===== src/rtl/rcu_age_pkg.sv =====
// Shared sizes and types for the age-ordered requester ring.
// Holds the pointer and slot typedefs used by age_ring_requester and age_ring_reclaim.
package rcu_age_pkg;

    localparam int AGE_DEPTH        = 8;
    localparam int AGE_PTR_WIDTH    = 3;
    localparam int AGE_TAG_WIDTH    = 6;
    localparam int AGE_STARVE_LIMIT = 16;

    typedef struct packed {
        logic                     wrap;
        logic [AGE_PTR_WIDTH-1:0] idx;
    } age_ptr_t;

    typedef struct packed {
        logic                     valid;
        logic                     rdy;
        logic [AGE_TAG_WIDTH-1:0] tag;
    } age_slot_t;

    // The wrap bit rides along as the carry out of idx.
    function automatic age_ptr_t ptr_add(input age_ptr_t p, input logic [1:0] n);
        logic [AGE_PTR_WIDTH:0] sum;
        sum = {p.wrap, p.idx} + {{(AGE_PTR_WIDTH-1){1'b0}}, n};
        return age_ptr_t'(sum);
    endfunction

endpackage


===== src/rtl/age_ring_reclaim.sv =====
// Counts how many dead slots (0..2) the head can step over this cycle.
// Looks at the post-grant valid vector so a slot granted this cycle frees immediately.
module age_ring_reclaim
    import rcu_age_pkg::*;
#(
    parameter int DEPTH     = AGE_DEPTH,
    parameter int PTR_WIDTH = AGE_PTR_WIDTH
) (
    input  logic [PTR_WIDTH-1:0] head_idx,
    input  logic [PTR_WIDTH:0]   occupancy,
    input  logic [DEPTH-1:0]     valid_pg,
    output logic [1:0]           reclaim_cnt
);

    logic [PTR_WIDTH-1:0] next_idx;

    assign next_idx = head_idx + PTR_WIDTH'(1);

    // The second step is only taken when the first one was, keeping reclaim in age order.
    always_comb begin
        reclaim_cnt = 2'd0;
        if (occupancy != '0 && !valid_pg[head_idx]) begin
            reclaim_cnt = 2'd1;
            if (occupancy > (PTR_WIDTH+1)'(1) && !valid_pg[next_idx]) begin
                reclaim_cnt = 2'd2;
            end
        end
    end

endmodule


===== src/rtl/age_ring_requester.sv =====
// Requester side of the oldest-2 arbiter: circular age-ordered slot buffer feeding req/priority.
// Optional head-starvation detector enabled by defining AGE_RING_STARVE_EN.
module age_ring_requester
    import rcu_age_pkg::*;
#(
    parameter int DEPTH        = AGE_DEPTH,
    parameter int PTR_WIDTH    = AGE_PTR_WIDTH,
    parameter int TAG_WIDTH    = AGE_TAG_WIDTH
`ifdef AGE_RING_STARVE_EN
    ,
    parameter int STARVE_LIMIT = AGE_STARVE_LIMIT
`endif
) (
    input  logic                 clk,
    input  logic                 rst,
    input  logic                 flush_i,
    input  logic                 alloc_valid_i,
    input  logic                 alloc_rdy_i,
    input  logic [TAG_WIDTH-1:0] alloc_tag_i,
    output logic                 alloc_ready_o,
    output logic [PTR_WIDTH-1:0] alloc_idx_o,
    input  logic                 wake_valid_i,
    input  logic [PTR_WIDTH-1:0] wake_idx_i,
    output logic [DEPTH-1:0]     req_o,
    output logic [PTR_WIDTH-1:0] priority_fix_o,
    input  logic                 first_grant_valid_i,
    input  logic [PTR_WIDTH-1:0] first_grant_index_i,
    input  logic                 second_grant_valid_i,
    input  logic [PTR_WIDTH-1:0] second_grant_index_i,
    output logic [TAG_WIDTH-1:0] first_tag_o,
    output logic [TAG_WIDTH-1:0] second_tag_o,
    output logic [PTR_WIDTH:0]   count_o,
    output logic                 empty_o,
    output logic                 starve_o
);

    age_ptr_t             head_q, tail_q, head_d, tail_d;
    logic [DEPTH-1:0]     valid_q, rdy_q, valid_d, rdy_d;
    logic [DEPTH-1:0]     grant_mask, valid_pg;
    logic [TAG_WIDTH-1:0] tag_q [DEPTH];
    logic [PTR_WIDTH:0]   count;
    logic [1:0]           reclaim_cnt;
    logic                 full, alloc_fire, wake_fire;
    age_slot_t            new_slot;

    assign count   = {tail_q.wrap, tail_q.idx} - {head_q.wrap, head_q.idx};
    assign full    = (head_q.idx == tail_q.idx) && (head_q.wrap != tail_q.wrap);

    assign alloc_ready_o  = !full;
    assign alloc_idx_o    = tail_q.idx;
    assign req_o          = valid_q & rdy_q;
    assign priority_fix_o = head_q.idx;
    assign count_o        = count;
    assign empty_o        = (count == '0);
    assign first_tag_o    = tag_q[first_grant_index_i];
    assign second_tag_o   = tag_q[second_grant_index_i];

    assign alloc_fire = alloc_valid_i && !full && !flush_i;
    assign new_slot   = '{valid: 1'b1, rdy: alloc_rdy_i, tag: alloc_tag_i};

    // A wake racing the alloc of the same slot would target the slot's previous life.
    assign wake_fire = wake_valid_i && valid_q[wake_idx_i]
                       && !(alloc_fire && (wake_idx_i == tail_q.idx));

    always_comb begin
        grant_mask = '0;
        if (first_grant_valid_i && req_o[first_grant_index_i]) begin
            grant_mask[first_grant_index_i] = 1'b1;
        end
        if (second_grant_valid_i && req_o[second_grant_index_i]) begin
            grant_mask[second_grant_index_i] = 1'b1;
        end
    end

    assign valid_pg = valid_q & ~grant_mask;

    age_ring_reclaim #(
        .DEPTH     (DEPTH),
        .PTR_WIDTH (PTR_WIDTH)
    ) u_reclaim (
        .head_idx    (head_q.idx),
        .occupancy   (count),
        .valid_pg    (valid_pg),
        .reclaim_cnt (reclaim_cnt)
    );

    always_comb begin
        valid_d = valid_pg;
        rdy_d   = rdy_q;
        if (wake_fire) begin
            rdy_d[wake_idx_i] = 1'b1;
        end
        rdy_d = rdy_d & ~grant_mask;
        if (alloc_fire) begin
            valid_d[tail_q.idx] = new_slot.valid;
            rdy_d[tail_q.idx]   = new_slot.rdy;
        end
        head_d = ptr_add(head_q, reclaim_cnt);
        tail_d = ptr_add(tail_q, {1'b0, alloc_fire});
    end

    always_ff @(posedge clk or posedge rst) begin
        if (rst) begin
            head_q  <= '0;
            tail_q  <= '0;
            valid_q <= '0;
            rdy_q   <= '0;
        end else if (flush_i) begin
            head_q  <= '0;
            tail_q  <= '0;
            valid_q <= '0;
            rdy_q   <= '0;
        end else begin
            head_q  <= head_d;
            tail_q  <= tail_d;
            valid_q <= valid_d;
            rdy_q   <= rdy_d;
        end
    end

    // Tags are payload only; a slot's tag is meaningless until its valid bit is set.
    always_ff @(posedge clk) begin
        if (alloc_fire) begin
            tag_q[tail_q.idx] <= new_slot.tag;
        end
    end

`ifdef AGE_RING_STARVE_EN
    localparam int STARVE_W = $clog2(STARVE_LIMIT + 1);

    logic [STARVE_W-1:0] starve_cnt;
    logic                head_grant;

    assign head_grant = grant_mask[head_q.idx];

    always_ff @(posedge clk or posedge rst) begin
        if (rst) begin
            starve_cnt <= '0;
        end else if (flush_i || reclaim_cnt != 2'd0 || head_grant) begin
            starve_cnt <= '0;
        end else if (req_o[head_q.idx] && starve_cnt != STARVE_W'(STARVE_LIMIT)) begin
            starve_cnt <= starve_cnt + STARVE_W'(1);
        end
    end

    assign starve_o = (starve_cnt == STARVE_W'(STARVE_LIMIT));
`else
    assign starve_o = 1'b0;
`endif

    // Grants must target requesting slots and must not collide; the RTL tolerates both.
    a_grant0_req : assert property (@(posedge clk) disable iff (rst)
        (first_grant_valid_i && !flush_i) |-> req_o[first_grant_index_i]);
    a_grant1_req : assert property (@(posedge clk) disable iff (rst)
        (second_grant_valid_i && !flush_i) |-> req_o[second_grant_index_i]);
    a_grant_dup  : assert property (@(posedge clk) disable iff (rst)
        (first_grant_valid_i && second_grant_valid_i && !flush_i)
        |-> (first_grant_index_i != second_grant_index_i));

endmodule


===== config.mk =====
export PLATFORM = sky130hd
export DESIGN_NAME = age_ring_requester
export DESIGN_NICKNAME = d
export VERILOG_FILES = /design/src/rtl/rcu_age_pkg.sv /design/src/rtl/age_ring_reclaim.sv /design/src/rtl/age_ring_requester.sv
export SDC_FILE = /design/constraint.sdc
export NUM_CORES = 1
export LEC_CHECK = 0
export BUFFER_PORTS_ARGS = -buffer_cell sky130_fd_sc_hd__buf_4
export CORE_MARGIN = 5
export CORE_UTILIZATION = 35
export CTS_BUF_LIST = sky130_fd_sc_hd__clkbuf_2
export DETAILED_ROUTE_END_ITERATION = 8
export PLACE_DENSITY_LB_ADDON = 0.05
export SLEW_MARGIN = 20
export SYNTH_ARGS = -nofsm -noshare
export SYNTH_HDL_FRONTEND = slang
export SYNTH_SLANG_ARGS = --single-unit

===== constraint.sdc =====
create_clock -name clk -period 3.79 [get_ports clk]
set_input_delay 0.5685 -clock clk [delete_from_list [all_inputs] [get_ports clk]]
set_output_delay 0.5685 -clock clk [all_outputs]
set_load 0.02 [all_outputs]

======== After elaboration in Yosys (flattened, before gate mapping) ========
Memory sizes are Yosys's and may differ from the RTL's.
Index checks and enable logic that the tools add are counted.
storage, ports and cells
  register bits ........................... 24
  latch bits .............................. 0
  bits in writable memories ............... 48
  bits in read-only memories .............. 0
  output and inout port bits .............. 33
  word-level logic and storage cells ...... 85
  memories kept ........................... 1
operators by class
  add/sub/neg operators ................... 4
  $mul .................................... 0
  div/mod/pow operators ................... 0
  magnitude comparators ................... 11
  equality and inequality tests ........... 3
  shifts and indexed selects .............. 0
  muxes and demuxes ....................... 32
  bitwise operators ....................... 7
  reductions and logical operators ........ 21
memory list
  memory  words  width  rd ports  clocked after Yosys merged registers in  wr ports  line                      text
  tag_q   8      6      2         0                                        1         age_ring_requester.sv:40  logic [TAG_WIDTH-1:0] tag_q [DEPTH];
operator list
  cell                                                                                 count
  8-bit two-way mux                                                                    7
  8-bit bitwise AND                                                                    3
  3-bit by 4-bit less-than comparator with 1-bit output, second input constant         6
  8-bit OR                                                                             3
  1-bit binary-select mux with 3-bit select                                            5
  1-bit logical AND                                                                    14
  1-bit demux with 3-bit select                                                        4
  3-bit by 1-bit greater-or-equal comparator with 1-bit output, second input constant  4
  1-bit two-way mux                                                                    11
  8-bit bitwise mux                                                                    1
  4-bit two-way mux                                                                    2
  8-bit NOT                                                                            1
  3-bit equality test                                                                  2
  1-bit zero test                                                                      5
  4-bit by 1-bit adder with 4-bit output                                               1
  4-bit by 2-bit adder with 4-bit output                                               1
  4-bit by 1-bit greater-than comparator with 1-bit output, second input constant      1
  4-bit zero test                                                                      1
  2-bit two-way mux                                                                    2
  4-bit nonzero test                                                                   1
  4-bit subtractor                                                                     1
  3-bit by 1-bit adder with 3-bit output, second input constant                        1
  1-bit != test                                                                        1

======== Logic depth before layout (Yosys ltp) ========
  word-level depth ........................ 17
  gate-level depth with buffers ........... 14
  gate-level depth less buffers ........... 14

======== Modules after synthesis ========
Synthesis repeated with hierarchy kept, for this count alone.
second synthesis, totals
  cells, all modules ...................... 407
  area total of the unflattened synthesis .. 4406.7 um^2
modules (own cells, without submodules)
  module              instances  cells an instance  area each (um^2)
  age_ring_requester  1          393                4236.6
  age_ring_reclaim    1          14                 170.2

======== Least setup slack after synthesis ========
OpenSTA, ideal clock, no wires.
  kind .................................... register to register
  from .................................... register tail_q (netlist bit alloc_idx_o[1])
  to ...................................... register head_q (netlist bit priority_fix_o[2])
  setup time .............................. 0.132 ns
  arrival time ............................ 2.983 ns
  path slack .............................. 0.675 ns
  cell stages (with the launch flop) ...... 14
  period minus slack after synthesis ...... 3.115 ns
  cell sequence ........................... dfrtp_1 clkbuf_1 inv_1 fa_1 xor2_1 o2111ai_1 inv_1 nor3_1 a221oi_1 nor2b_1 ha_1 fa_1 xnor2_1 nor2_1
between the ends
  word-level cells in the longest chain between the ends .. 7
  elaborated cells between the ends (all ways) .. 9
RTL lines
  item                                                      line                       text
  start, declared                                           age_ring_requester.sv:37   age_ptr_t head_q, tail_q, head_d, tail_d;
  start signal, assigned                                    age_ring_requester.sv:115  tail_q <= tail_d;
  4-bit subtractor (*)                                      age_ring_requester.sv:46   assign count = {tail_q.wrap, tail_q.idx} - {head_q.wrap, head_q.idx};
  4-bit by 1-bit greater-than comparator with 1-bit output  age_ring_reclaim.sv:24     if (occupancy > (PTR_WIDTH+1)'(1) && !valid_pg[next_idx]) begin
  1-bit logical AND                                         age_ring_reclaim.sv:24
  2-bit two-way mux                                         age_ring_reclaim.sv:24
  2-bit two-way mux (*)                                     age_ring_reclaim.sv:22     if (occupancy != '0 && !valid_pg[head_idx]) begin
  4-bit by 2-bit adder with 4-bit output (*)                rcu_age_pkg.sv:24          sum = {p.wrap, p.idx} + {{(AGE_PTR_WIDTH-1){1'b0}}, n};
  4-bit two-way mux (*)                                     age_ring_requester.sv:108  end else if (flush_i) begin
  end signal, assigned                                      age_ring_requester.sv:104  head_q <= '0;
  end signal, assigned                                      age_ring_requester.sv:109  head_q <= '0;
  end signal, assigned                                      age_ring_requester.sv:114  head_q <= head_d;
  end, declared                                             age_ring_requester.sv:37
Mark *: on every way between the ends. The rest lies on a longest branch, timed or not.

======== Final worst setup path ========
Ends and elaborated chain as after synthesis.

==> reports/metrics.yaml <==
status: "finished, final reports clean"
grtUsageTotal_pct: 17.9
switching_share_pct: 32.1
cp-end-kind: "flop"
p_int_mw: 1.52
slowest_delay_ps: 620
max-cap-violations: 0
grt_max_degree: 33
drv_slew: 0
fill_cells: 1264
synth_area_um2: 4410
regToRegStartpoint: "alloc_idx_o[1]$_DFF_PP0_"
syn-num-nets: 449
required_ps: 4230
synth.avg_cell_area_um2: 10.6
worstMarginPinSlew_ps: 568
cts_buffer_depth: 2
whs_ps: 40.5
ios: 56
fin_cells: 639
cts_hold_buf: 0
cts_tree: "built"
antenna_found_initial: 0
drtPass1Iterations: 4
fmax_mhz: 305
layout_common_cells: "65 x buf_4, 48 x edfxtp_1, 36 x nand2_1"
vias_per_cell: 5.43
nNetsFinal: 495
gr-total-overflow: 0
setup_tns_ps: 0
cp_top_family: "adder cells"
syn2layout_area_growth_pct: 16.8
wirelength_um: 12700
dp.cells: 623
cp_cell_sequence: "inv_1 -> fa_1 -> xor2_1 -> o2111ai_1 -> o2111ai_1 -> o31ai_1 -> a221oi_1 -> nor2b_1 -> ha_1 -> fa_1 -> xnor2_1 -> nor2_1"
min_period_ps: 3270
slew_headroom_pct: 62.0
r2r_cells: 12
p_comb_share_pct: 31.1
drc: 0
cp_num_cells: 12
power_density_nw_per_um2: 434
port_buffers: 54
arrival_ps: 3720
path_buf_inv: 1
crit_type: "flop to flop"
antenna_cells: 0
worstReg2RegEnd: "priority_fix_o[2]$_DFF_PP0_"
ys_seq_area_share_pct: 46.3
total_power_mw: 2.24
finalCritPeriodShare_pct: 86.4
cts_root_buf: "clkbuf_2"
post_cts_buffers: 0
wl_per_cell_um: 19.8
reg2reg_slack_ps: 520
cp_slowest_cell: "dfrtp_1"
async_flop_share_pct: 33.3
synth_seq_cells: 72
grt_pass1_vias: 3563
ctsResizeCount: 0
rsz0062_at_grt: "no"
power_switching_mw: 0.718
max-vdd-ir-drop_mv: 0.274
rows: 41
startpoint_type: "flop"
finish.utilization_pct: 41.3
dpl.hpwl_um: 9000
final_common_cell: "buf_4"
ant_nets: 0
vias: 3468
place_congestion: 0.834
drtIter0Drc: 237
layout-drive-gt1-share_pct: 23.8
finalHoldViolCount: 0
clkPwrFrac_pct: 28.6
finClkSkew_ps: 16.7
holdCritPathClass: "primary input to async pin"
ys.flop_type: "edfxtp_1"
yosysWarnings: 0
crit_end: "priority_fix_o[2]$_DFF_PP0_"
finalSetupViolCount: 0
die_y_um: 122
p_seq_share_pct: 40.3
clk_pin_slew_ps: 200
synth_edf_count: 48
leakage_nw: 2.07
core_um2: 12500
postSynthCellCount: 416
cts.sinks: 72
grt_pass1_wl_um: 20100
h-tree-depth: 3
crit_fanout: 11
start_util_pct: 35.4
die_x_um: 122
dieArea_um2: 14900
cts_buffers: 9
startpoint: "alloc_idx_o[1]$_DFF_PP0_"
clock_latency_ps: 550
post_synth_num_cell_types: 62
## layout make-up
cell class                 instances  area, um2  area share [%]
clock buffer                      11       55.1            1.07
multi-input combinational        293       2140            41.6
sequential                        72       2040            39.6
inverter                          21       78.8            1.53
timing repair buffer              65        488            9.47
tap                              172        215            4.18
clock inverter                     5        129            2.50
## synth_stat cells (3+ instances only)
master,n,share of area (%)
clkbuf_1,12,1.0
buf_1,5,0.43
nor2_1,34,2.9
xnor2_1,6,1.2
inv_1,21,1.8
nand4_1,5,0.71
dfrtp_1,24,14
nor4bb_1,4,0.91
mux2_2,10,2.6
buf_4,7,1.2
and2_1,6,0.85
a22o_1,6,1.2
and4b_1,4,0.91
nand4b_1,3,0.60
o31ai_1,3,0.51
o21ai_0,11,1.2
mux2i_1,13,3.0
or2_2,3,0.43
nor4b_1,3,0.60
edfxtp_1,48,33
nand2b_1,4,0.57
xor2_1,3,0.60
nor3_1,6,0.68
and3_1,4,0.57
nand3_1,14,1.6
o21ai_1,6,0.68
nand3b_1,7,1.2
mux4_2,9,4.6
a221o_1,4,0.91
buf_2,6,0.68
ha_1,8,2.3
nand2_1,36,3.1
a211oi_1,4,0.68
a31oi_1,4,0.57
a21oi_1,25,2.8
nor2b_1,13,1.8
## state kept, by name, summed over array words and instances, names as in the netlist
name and cells:
alloc_idx_o 3, head_q 1, priority_fix_o 3, rdy_q 8, tag_q 48, tail_q 1
valid_q 8
## layer usage
layer	global-route usage [%]	vias up	wire length, um
met5	0	-	0
met4	8.19	0	325
met2	29.5	75	6270
li1	-	1637	-
met1	23.1	1731	5640
met3	2.81	25	415
## cell families (layout without fill, tap and decap cells)
| kind of cell | count (synthesis) | after routing | synth area share, % |
|---|---|---|---|
| AOI/OAI and AO/OA | 90 | 90 | 15.0 |
| xor gates and xnor gates | 10 | 10 | 2.16 |
| adders and majority gates | 10 | 10 | 3.18 |
| buffers and inverters | 51 | 102 | 5.11 |
| DFF | 72 | 72 | 46.3 |
| muxes | 32 | 32 | 10.1 |
| other | 1 | 1 | 0.0850 |
| and+or+nand+nor | 150 | 150 | 18.1 |
## how the worst min path moves through the flow
stage                               end  slack (ps)
3_5_place_dp         rdy_q[5]$_DFF_PP0_         580
4_1_cts           tag_q[0][2]$_DFFE_PP_         170
2_1_floorplan        rdy_q[5]$_DFF_PP0_         520
6_report       alloc_idx_o[1]$_DFF_PP0_          40
3_3_place_gp         rdy_q[5]$_DFF_PP0_         570
5_1_grt        alloc_idx_o[1]$_DFF_PP0_          30
## power groups by stage
stage | Combinational, mW | Sequential [mW] | Clock (mW)
2_1_floorplan | 0.492 | 0.910 | 0
3_3_place_gp | 0.695 | 0.918 | 0
3_5_place_dp | 0.708 | 0.919 | 0
4_1_cts | 0.711 | 0.902 | 0.659
5_1_grt | 0.781 | 0.906 | 0.685
6_report | 0.696 | 0.901 | 0.640
## stage by stage
| step | setup slack, ps | area [um2] |
|---|---|---|
| 2_1_floorplan | 675 | 4410 |
| 3_3_place_gp | 522 | 4970 |
| 3_5_place_dp | 507 | 4970 |
| 4_1_cts | 473 | 5150 |
| 5_1_grt | 174 | 5150 |
| 6_report | 516 | 5150 |
## worst reg2reg max path: stages, from the launching register on
cell	delay [ps]
dfrtp_1	620
inv_1	160
fa_1	450
xor2_1	260
o2111ai_1	190
o2111ai_1	150
o31ai_1	110
a221oi_1	330
nor2b_1	90
ha_1	210
fa_1	380
xnor2_1	150
nor2_1	50
(Power assumes the default switching activity.)
